===== src/rtl/pix_downscaler_pkg.sv =====
// Shared pixel-bus definitions: group phase enum, x1/3 reciprocal constants and sum width.
package pix_downscaler_pkg;

  typedef enum logic [1:0] {
    PH0 = 2'd0,
    PH1 = 2'd1,
    PH2 = 2'd2
  } phase_e;

  // A weighted sum of three pixels needs two guard bits above the pixel width.
  localparam int unsigned SUM_GUARD_W = 32'd2;

  function automatic int unsigned sum_w_f(input int unsigned data_w);
    return data_w + SUM_GUARD_W;
  endfunction

  function automatic int unsigned shift_f(input int unsigned data_w);
    return data_w + 32'd3;
  endfunction

  // ceil(2^(data_w+3) / 3)
  function automatic int unsigned recip_f(input int unsigned data_w);
    return ((32'd1 << shift_f(data_w)) + 32'd2) / 32'd3;
  endfunction

  function automatic int unsigned prod_w_f(input int unsigned data_w);
    return (32'd2 * data_w) + 32'd5;
  endfunction

endpackage


===== src/rtl/pix_div3.sv =====
// Registered divide-by-three: multiply by the fixed-point reciprocal, then shift down.
module pix_div3
  import pix_downscaler_pkg::*;
#(
  parameter int unsigned DATA_W = 8
) (
  input  logic                      clk_in,
  input  logic                      rst,
  input  logic                      load_i,
  input  logic [sum_w_f(DATA_W)-1:0] s_i,
  input  logic                      rnd_i,
  output logic [DATA_W-1:0]         q_o
);

  localparam int unsigned PW    = prod_w_f(DATA_W);
  localparam int unsigned SHIFT = shift_f(DATA_W);
  localparam int unsigned RECIP = recip_f(DATA_W);

  logic [PW-1:0]     prod_s;
  logic [DATA_W-1:0] q_d;
  logic [DATA_W-1:0] q_q;

  // The reciprocal is accurate enough that the shifted product is an exact floor(x/3).
  always_comb begin
    prod_s = (PW'(s_i) + PW'(rnd_i)) * PW'(RECIP);
    q_d    = DATA_W'(prod_s >> SHIFT);
  end

  // Result register; holds while no new sum is presented.
  always_ff @(posedge clk_in or posedge rst) begin
    if (rst) begin
      q_q <= '0;
    end else if (load_i) begin
      q_q <= q_d;
    end
  end

  assign q_o = q_q;

endmodule


===== src/rtl/pix_downscaler.sv =====
// Streaming 3:2 horizontal pixel downscaler with 2-cycle latency.
// Optional build macro PIX_DS_ROUND_EN: round-to-nearest instead of floor.
module pix_downscaler
  import pix_downscaler_pkg::*;
#(
  parameter int unsigned DATA_W = 8
) (
  input  logic              clk_in,
  input  logic              rst,
  input  logic              enable,
  input  logic              line_start,
  input  logic              line_end,
  input  logic [DATA_W-1:0] input_pix,
  output logic              output_valid,
  output logic [DATA_W-1:0] output_pix,
  output logic              output_line_start,
  output logic              output_line_end
);

  localparam int unsigned SW = sum_w_f(DATA_W);

`ifdef PIX_DS_ROUND_EN
  localparam logic RND = 1'b1;
`else
  localparam logic RND = 1'b0;
`endif

  phase_e            phase_q, phase_d, eph_s;
  logic [DATA_W-1:0] p0_q, p0_d, p1_q, p1_d;
  logic              start_pend_q, start_pend_d, pend_s;
  logic              a_valid_q, a_valid_d;
  logic              a_ls_q, a_ls_d, a_le_q, a_le_d;
  logic [SW-1:0]     a_sum_q, a_sum_d;
  logic [SW-1:0]     pix_w_s, p0_w_s, p1_w_s;
  logic              out_valid_q, out_ls_q, out_le_q;

  // Stage A decode: phase advance, group storage and weighted sum selection.
  always_comb begin
    phase_d      = phase_q;
    p0_d         = p0_q;
    p1_d         = p1_q;
    start_pend_d = start_pend_q;
    a_valid_d    = 1'b0;
    a_ls_d       = a_ls_q;
    a_le_d       = a_le_q;
    a_sum_d      = a_sum_q;
    pix_w_s      = SW'(input_pix);
    p0_w_s       = SW'(p0_q);
    p1_w_s       = SW'(p1_q);
    eph_s        = line_start ? PH0 : phase_q;
    pend_s       = start_pend_q | line_start;
    if (enable) begin
      case (eph_s)
        PH0: begin
          p0_d = input_pix;
          if (line_end) begin
            a_valid_d = 1'b1;
            a_sum_d   = pix_w_s + pix_w_s + pix_w_s;
            phase_d   = PH0;
          end else begin
            phase_d   = PH1;
          end
        end
        PH1: begin
          p1_d      = input_pix;
          a_valid_d = 1'b1;
          a_sum_d   = p0_w_s + p0_w_s + pix_w_s;
          phase_d   = line_end ? PH0 : PH2;
        end
        PH2: begin
          a_valid_d = 1'b1;
          a_sum_d   = p1_w_s + pix_w_s + pix_w_s;
          phase_d   = PH0;
        end
        default: begin
          phase_d = PH0;
        end
      endcase
      // The start flag waits for the first output the new line actually produces.
      if (a_valid_d) begin
        a_ls_d       = pend_s;
        a_le_d       = line_end;
        start_pend_d = 1'b0;
      end else begin
        start_pend_d = pend_s;
      end
    end else begin
      a_valid_d = 1'b0;
    end
  end

  // Phase, stored pixels and stage A registers.
  always_ff @(posedge clk_in or posedge rst) begin
    if (rst) begin
      phase_q      <= PH0;
      p0_q         <= '0;
      p1_q         <= '0;
      start_pend_q <= 1'b0;
      a_valid_q    <= 1'b0;
      a_ls_q       <= 1'b0;
      a_le_q       <= 1'b0;
      a_sum_q      <= '0;
    end else begin
      phase_q      <= phase_d;
      p0_q         <= p0_d;
      p1_q         <= p1_d;
      start_pend_q <= start_pend_d;
      a_valid_q    <= a_valid_d;
      a_ls_q       <= a_ls_d;
      a_le_q       <= a_le_d;
      a_sum_q      <= a_sum_d;
    end
  end

  pix_div3 #(
    .DATA_W (DATA_W)
  ) u_div3 (
    .clk_in (clk_in),
    .rst    (rst),
    .load_i (a_valid_q),
    .s_i    (a_sum_q),
    .rnd_i  (RND),
    .q_o    (output_pix)
  );

  // Stage B flags, aligned with the divider register; they hold across idle slots.
  always_ff @(posedge clk_in or posedge rst) begin
    if (rst) begin
      out_valid_q <= 1'b0;
      out_ls_q    <= 1'b0;
      out_le_q    <= 1'b0;
    end else begin
      out_valid_q <= a_valid_q;
      if (a_valid_q) begin
        out_ls_q <= a_ls_q;
        out_le_q <= a_le_q;
      end
    end
  end

  assign output_valid      = out_valid_q;
  assign output_line_start = out_ls_q;
  assign output_line_end   = out_le_q;

endmodule

===== config.mk =====
export PLATFORM = sky130hd
export DESIGN_NAME = pix_downscaler
export DESIGN_NICKNAME = d
export VERILOG_FILES = /design/src/rtl/pix_downscaler_pkg.sv /design/src/rtl/pix_div3.sv /design/src/rtl/pix_downscaler.sv
export SDC_FILE = /design/constraint.sdc
export NUM_CORES = 1
export LEC_CHECK = 0
export CAP_MARGIN = 20
export CORE_AREA = 4 4 96 98
export DETAILED_ROUTE_END_ITERATION = 12
export DIE_AREA = 0 0 100 102
export PLACE_DENSITY_LB_ADDON = 0.3
export SETUP_SLACK_MARGIN = 0.2
export SLEW_MARGIN = 20
export SYNTH_ARGS = -nofsm -noshare
export SYNTH_HDL_FRONTEND = slang
export SYNTH_SLANG_ARGS = --single-unit

===== constraint.sdc =====
create_clock -name clk_in -period 5.6 [get_ports clk_in]
set_input_delay 1.68 -clock clk_in [delete_from_list [all_inputs] [get_ports clk_in]]
set_output_delay 1.68 -clock clk_in [all_outputs]
set_load 0.005 [all_outputs]

### Word level (Yosys, flattened, before mapping)

Cells that the tools add are included.

* input port bits: 13
* output and inout port bits: 11
* latch bits: 0
* memories: 0
* bits in writable memories: 0
* logic and storage cells: 41
* flip-flop bits (word level): 43
* memory bits (read-only): 0

* reductions and logical operators: 7
* equal/unequal tests: 3
* add/sub/neg operators: 6
* mux-type cells: 11
* multiply operators: 1
* bitwise gates (word level): 1
* shift-type cells: 0
* $lt $le $gt $ge: 0
* div/mod/pow operators: 0

Operators with widths (count)
* 9-bit by 8-bit adder with 10-bit output: 3
* 10-bit one-hot mux with 3 select lines: 1
* 8-bit by 8-bit adder with 9-bit output: 3
* 10-bit by 10-bit multiplier with 19-bit output, second input constant: 1
* 10-bit two-way mux: 1
* 2-bit AND reduction: 3
* 1-bit two-way mux: 5
* 2-bit two-way mux: 2
* 2-bit one-hot mux with 2 select lines: 1
* 3-bit AND reduction: 1
* 3-bit nonzero test: 1
* 2-bit by 1-bit == test with 1-bit output, second input constant: 1
* 2-bit == test, second input constant: 1
* 2-bit logical NOT: 1
* 2-bit inequality test, second input constant: 1
* 1-bit one-hot mux with 2 select lines: 1
* 2-bit OR reduction: 1
* 1-bit bitwise OR: 1

### Logic depth before layout (Yosys ltp)

* depth after elaboration: 6
* mapped depth: 16
* mapped depth without buffers: 16

### By module

From an unflattened synthesis, not the netlist that was laid out.

* cell total of the unflattened synthesis: 522
* area, all modules: 4913.5 sq um

Modules (own cells, without submodules)
* pix_downscaler: area each 2467.4 sq um, cells each 248, seq. area each 875.8 sq um, times used 1
* pix_div3: area each 2446.1 sq um, cells each 274, seq. area each 200.2 sq um, times used 1

### Worst setup path after synthesis

No wires, ideal clock.

* kind: flip-flop to flip-flop
* from: reg a_sum_q[5]
* to: reg u_div3.q_q[0], in the netlist u_div3.q_o[0]
* path buffers: 0
* data arrival time: 4071 ps
* slack: 1404 ps
* data required time: 5475 ps
* library setup time: 125 ps
* clock period less this slack: 4196 ps
* cell stages (with the launch flop): 17
* path through: dfrtp_1 -> ha_1 -> ha_1 -> inv_1 -> fa_1 -> inv_1 -> fa_1 -> inv_1 -> fa_1 -> inv_1 -> ha_1 -> a21oi_2 -> o22ai_2 -> or3_1 -> a21oi_2 -> xnor2_1 -> mux2_4

* longest elaborated chain between the ends: 1

Ends and longest elaborated chain
* start: declaration: RTL line pix_downscaler.sv:33 `logic [SW-1:0] a_sum_q, a_sum_d;`
* start signal: assignment: RTL line pix_downscaler.sv:111 `a_sum_q <= a_sum_d;`
* 10-bit by 10-bit multiplier with 19-bit output: RTL line pix_div3.sv:25 `prod_s = (PW'(s_i) + PW'(rnd_i)) * PW'(RECIP);`
* end signal: assignment: RTL line pix_div3.sv:34 `q_q <= q_d;`
* end: declaration: RTL line pix_div3.sv:21 `logic [DATA_W-1:0] q_q;`

No other way between the ends.
A chain may end at the register's enable or synchronous reset.

### Worst setup path in the final report

* from: reg a_sum_q[5]
* to: reg u_div3.q_q[7], in the netlist u_div3.q_o[7]

The elaborated chain is that of the path after synthesis.

==> results.toml <==
[status]
status = "finished, final reports clean"

[placement]
numPortBuffers = 23
dp_hpwl_um = 7700
place.gp.congestion = 0.943
dpl_worst_slack_ns = 1.18
placed_cell_area_sq_mm = 0.00480

[clocking]
clock_latency_ns = 0.29
cts_made_buffers = 5
cts_tree = "yes"
cts_sinks = 43
hold_buffers = 0
path_clk_slew_ns = 0.09
cts_resized = 0
cts_setup_buffers = 0
cts_buffer_depth = 2
htreeDepth = 2
cts_root_buffer = "clkbuf_8"

[synthesis]
yosysMostFrequentCell = "ha_1"
synth_edf_count = 0
synth_warnings = 0
syn_nets = 579
synth_commonest_cells = "85 x ha_1, 60 x inv_1, 43 x dfrtp_1"
synthTopCellsByArea = "dfrtp_1 24%, ha_1 24%, fa_1 11%"
syn_inst = 457
ys_seq_area_frac = 0.241
syn-cell-area_sq_mm = 0.00446
yosysTopAreaCell = "dfrtp_1"
synth_cell_type_count = 52
synth_top_area_frac = 0.241
synth-main-ff-cell = "dfrtp_1"
async_flop_share = 1.00
yosys_register_bits = 43
syn_avg_cell_area_sq_um = 9.76

[setup_path]
arrival_ns = 4.63
critical_path_class = "flip-flop to flip-flop"
cp.required_ns = 5.81
end_kind = "flip-flop"
critPathMaxFanout = 5
cp-start-kind = "flip-flop"

[sta]
drv_slew = 0
finalSetupViolations = 0
min_period_over_period = 0.789
hold_slack_ns = 0.496
setup_tns_ns = 0
finalWorstSetupSlack_ns = 1.18
tightest_slew_ns = 0.552
period_minus_slack_ns = 4.42
clock.fmax_ghz = 0.226
rsz0062_at_grt = "false"
slew_headroom = 0.632
fin_skew_ns = 0.0121
finalHoldViolCount = 0

[global_route]
grt_pass1_wl_um = 16300
grt_use_met2 = 0.349
grt_max_degree = 44
grtUsageTotal = 0.196
use_met3 = 0.0232
busiest_layer = "met2"
use_met1 = 0.254
grt_overflow = 0
antenna_found_initial = 0
grt_pass1_vias = 3476

[drt]
drcViolationCount = 0
drtIter0Drc = 113
avgRoutedWirePerCell_um = 15.6
vias_per_cell = 5.69
ant_nets = 0
wl_um = 9180
firstDrtPassIters = 4
vias = 3350

[floorplanning]
fp.coreArea_sq_mm = 0.00847
die_area_sq_mm = 0.0102
rows = 34
initial_core_util = 0.527
fp.dieW_um = 100
die-height_um = 102
io_pins = 24

[final_layout]
final_cell_area_sq_mm = 0.00489
num_antenna_cells = 0
layout-drive-gt1-share = 0.0852
areaGrowthSynthToFinish_pct = 9.59
final_nets = 602

[min_path]
hp-class = "flip-flop to flip-flop"

[run]
drv_cap = 0
[routing by layer]
layer | share of wire | vias to the layer above
met5 | 0 | -
met4 | 0.016 | 0
met3 | 0.021 | 8
met2 | 0.52 | 37
met1 | 0.45 | 1650
li1 | - | 1655
[sequential cells by signal, indices dropped and copies added, names as in the netlist]
register and count:
a_le_q 1, a_ls_q 1, a_sum_q 10, a_valid_q 1
output_line_end 1, output_line_start 1, output_valid 1, p0_q 8
p1_q 8, phase_q 2, start_pend_q 1, u_div3.q_o 8
[stage by stage]
step           cells  utilization
6_report         589        0.577
5_1_grt          589        0.577
2_1_floorplan    457            -
4_1_cts          589        0.577
3_3_place_gp     581        0.567
3_5_place_dp     581        0.567
[cell usage in the layout, fill, tap and decap left out, types with 17 or more instances in the layout]
cell type | Yosys | routed
ha_1 | 85 | 85
inv_1 | 60 | 59
dfrtp_1 | 43 | 43
nand2_1 | 28 | 28
fa_1 | 24 | 24
clkdlybuf4s50_1 | 0 | 23
o21ai_0 | 22 | 22
a21oi_1 | 18 | 18
nor2_1 | 18 | 18
mux2_2 | 17 | 17
[critical path, cell delays in order, from the launching register on]
cell     delay (ns)
dfrtp_1        0.45
ha_1           0.35
ha_1           0.28
inv_1          0.05
fa_1           0.52
inv_1          0.05
fa_1           0.49
inv_1          0.05
fa_1           0.50
inv_1          0.04
ha_1           0.32
a21oi_2        0.16
o22ai_2        0.12
o31ai_2        0.41
a21oi_1        0.15
o21a_1         0.21
o31ai_2        0.20
[logic make-up after synthesis]
group / Yosys count / share of synthesized area
compound gates: 108 / 0.167
simple gates: 91 / 0.102
flops: 43 / 0.241
fa+ha+maj: 109 / 0.346
xor+xnor: 17 / 0.0334
buf+inv: 68 / 0.0572
mux: 21 / 0.0530
[cell type report]
type,instances,area (sq um)
clock inverters,2,12.5
well taps,108,135
flip-flops and latches,43,1080
repair buffers,24,238
multi-input cells,346,3130
inverters,60,225
clock buffers,6,72.6
fillers,735,3580
[path summary, 6_finish.rpt]
path / start / slack, ns / to / depth (start not counted)
hold reg to reg: p1_q[1] / 0.50 / p1_q[1] / 2
max in group asynchronous: rst / 3.39 / a_sum_q[6] / 3
setup reg to reg: a_sum_q[5] / 1.18 / u_div3.q_o[7] / 16
setup / recovery: a_sum_q[5] / 1.18 / u_div3.q_o[7] / 16
min in group asynchronous: rst / 1.81 / u_div3.q_o[0] / 3
hold / removal: p1_q[1] / 0.50 / p1_q[1] / 2
Power is not shown: default switching activity piles up to over one toggle a cycle in this logic, so the estimate is an artifact.
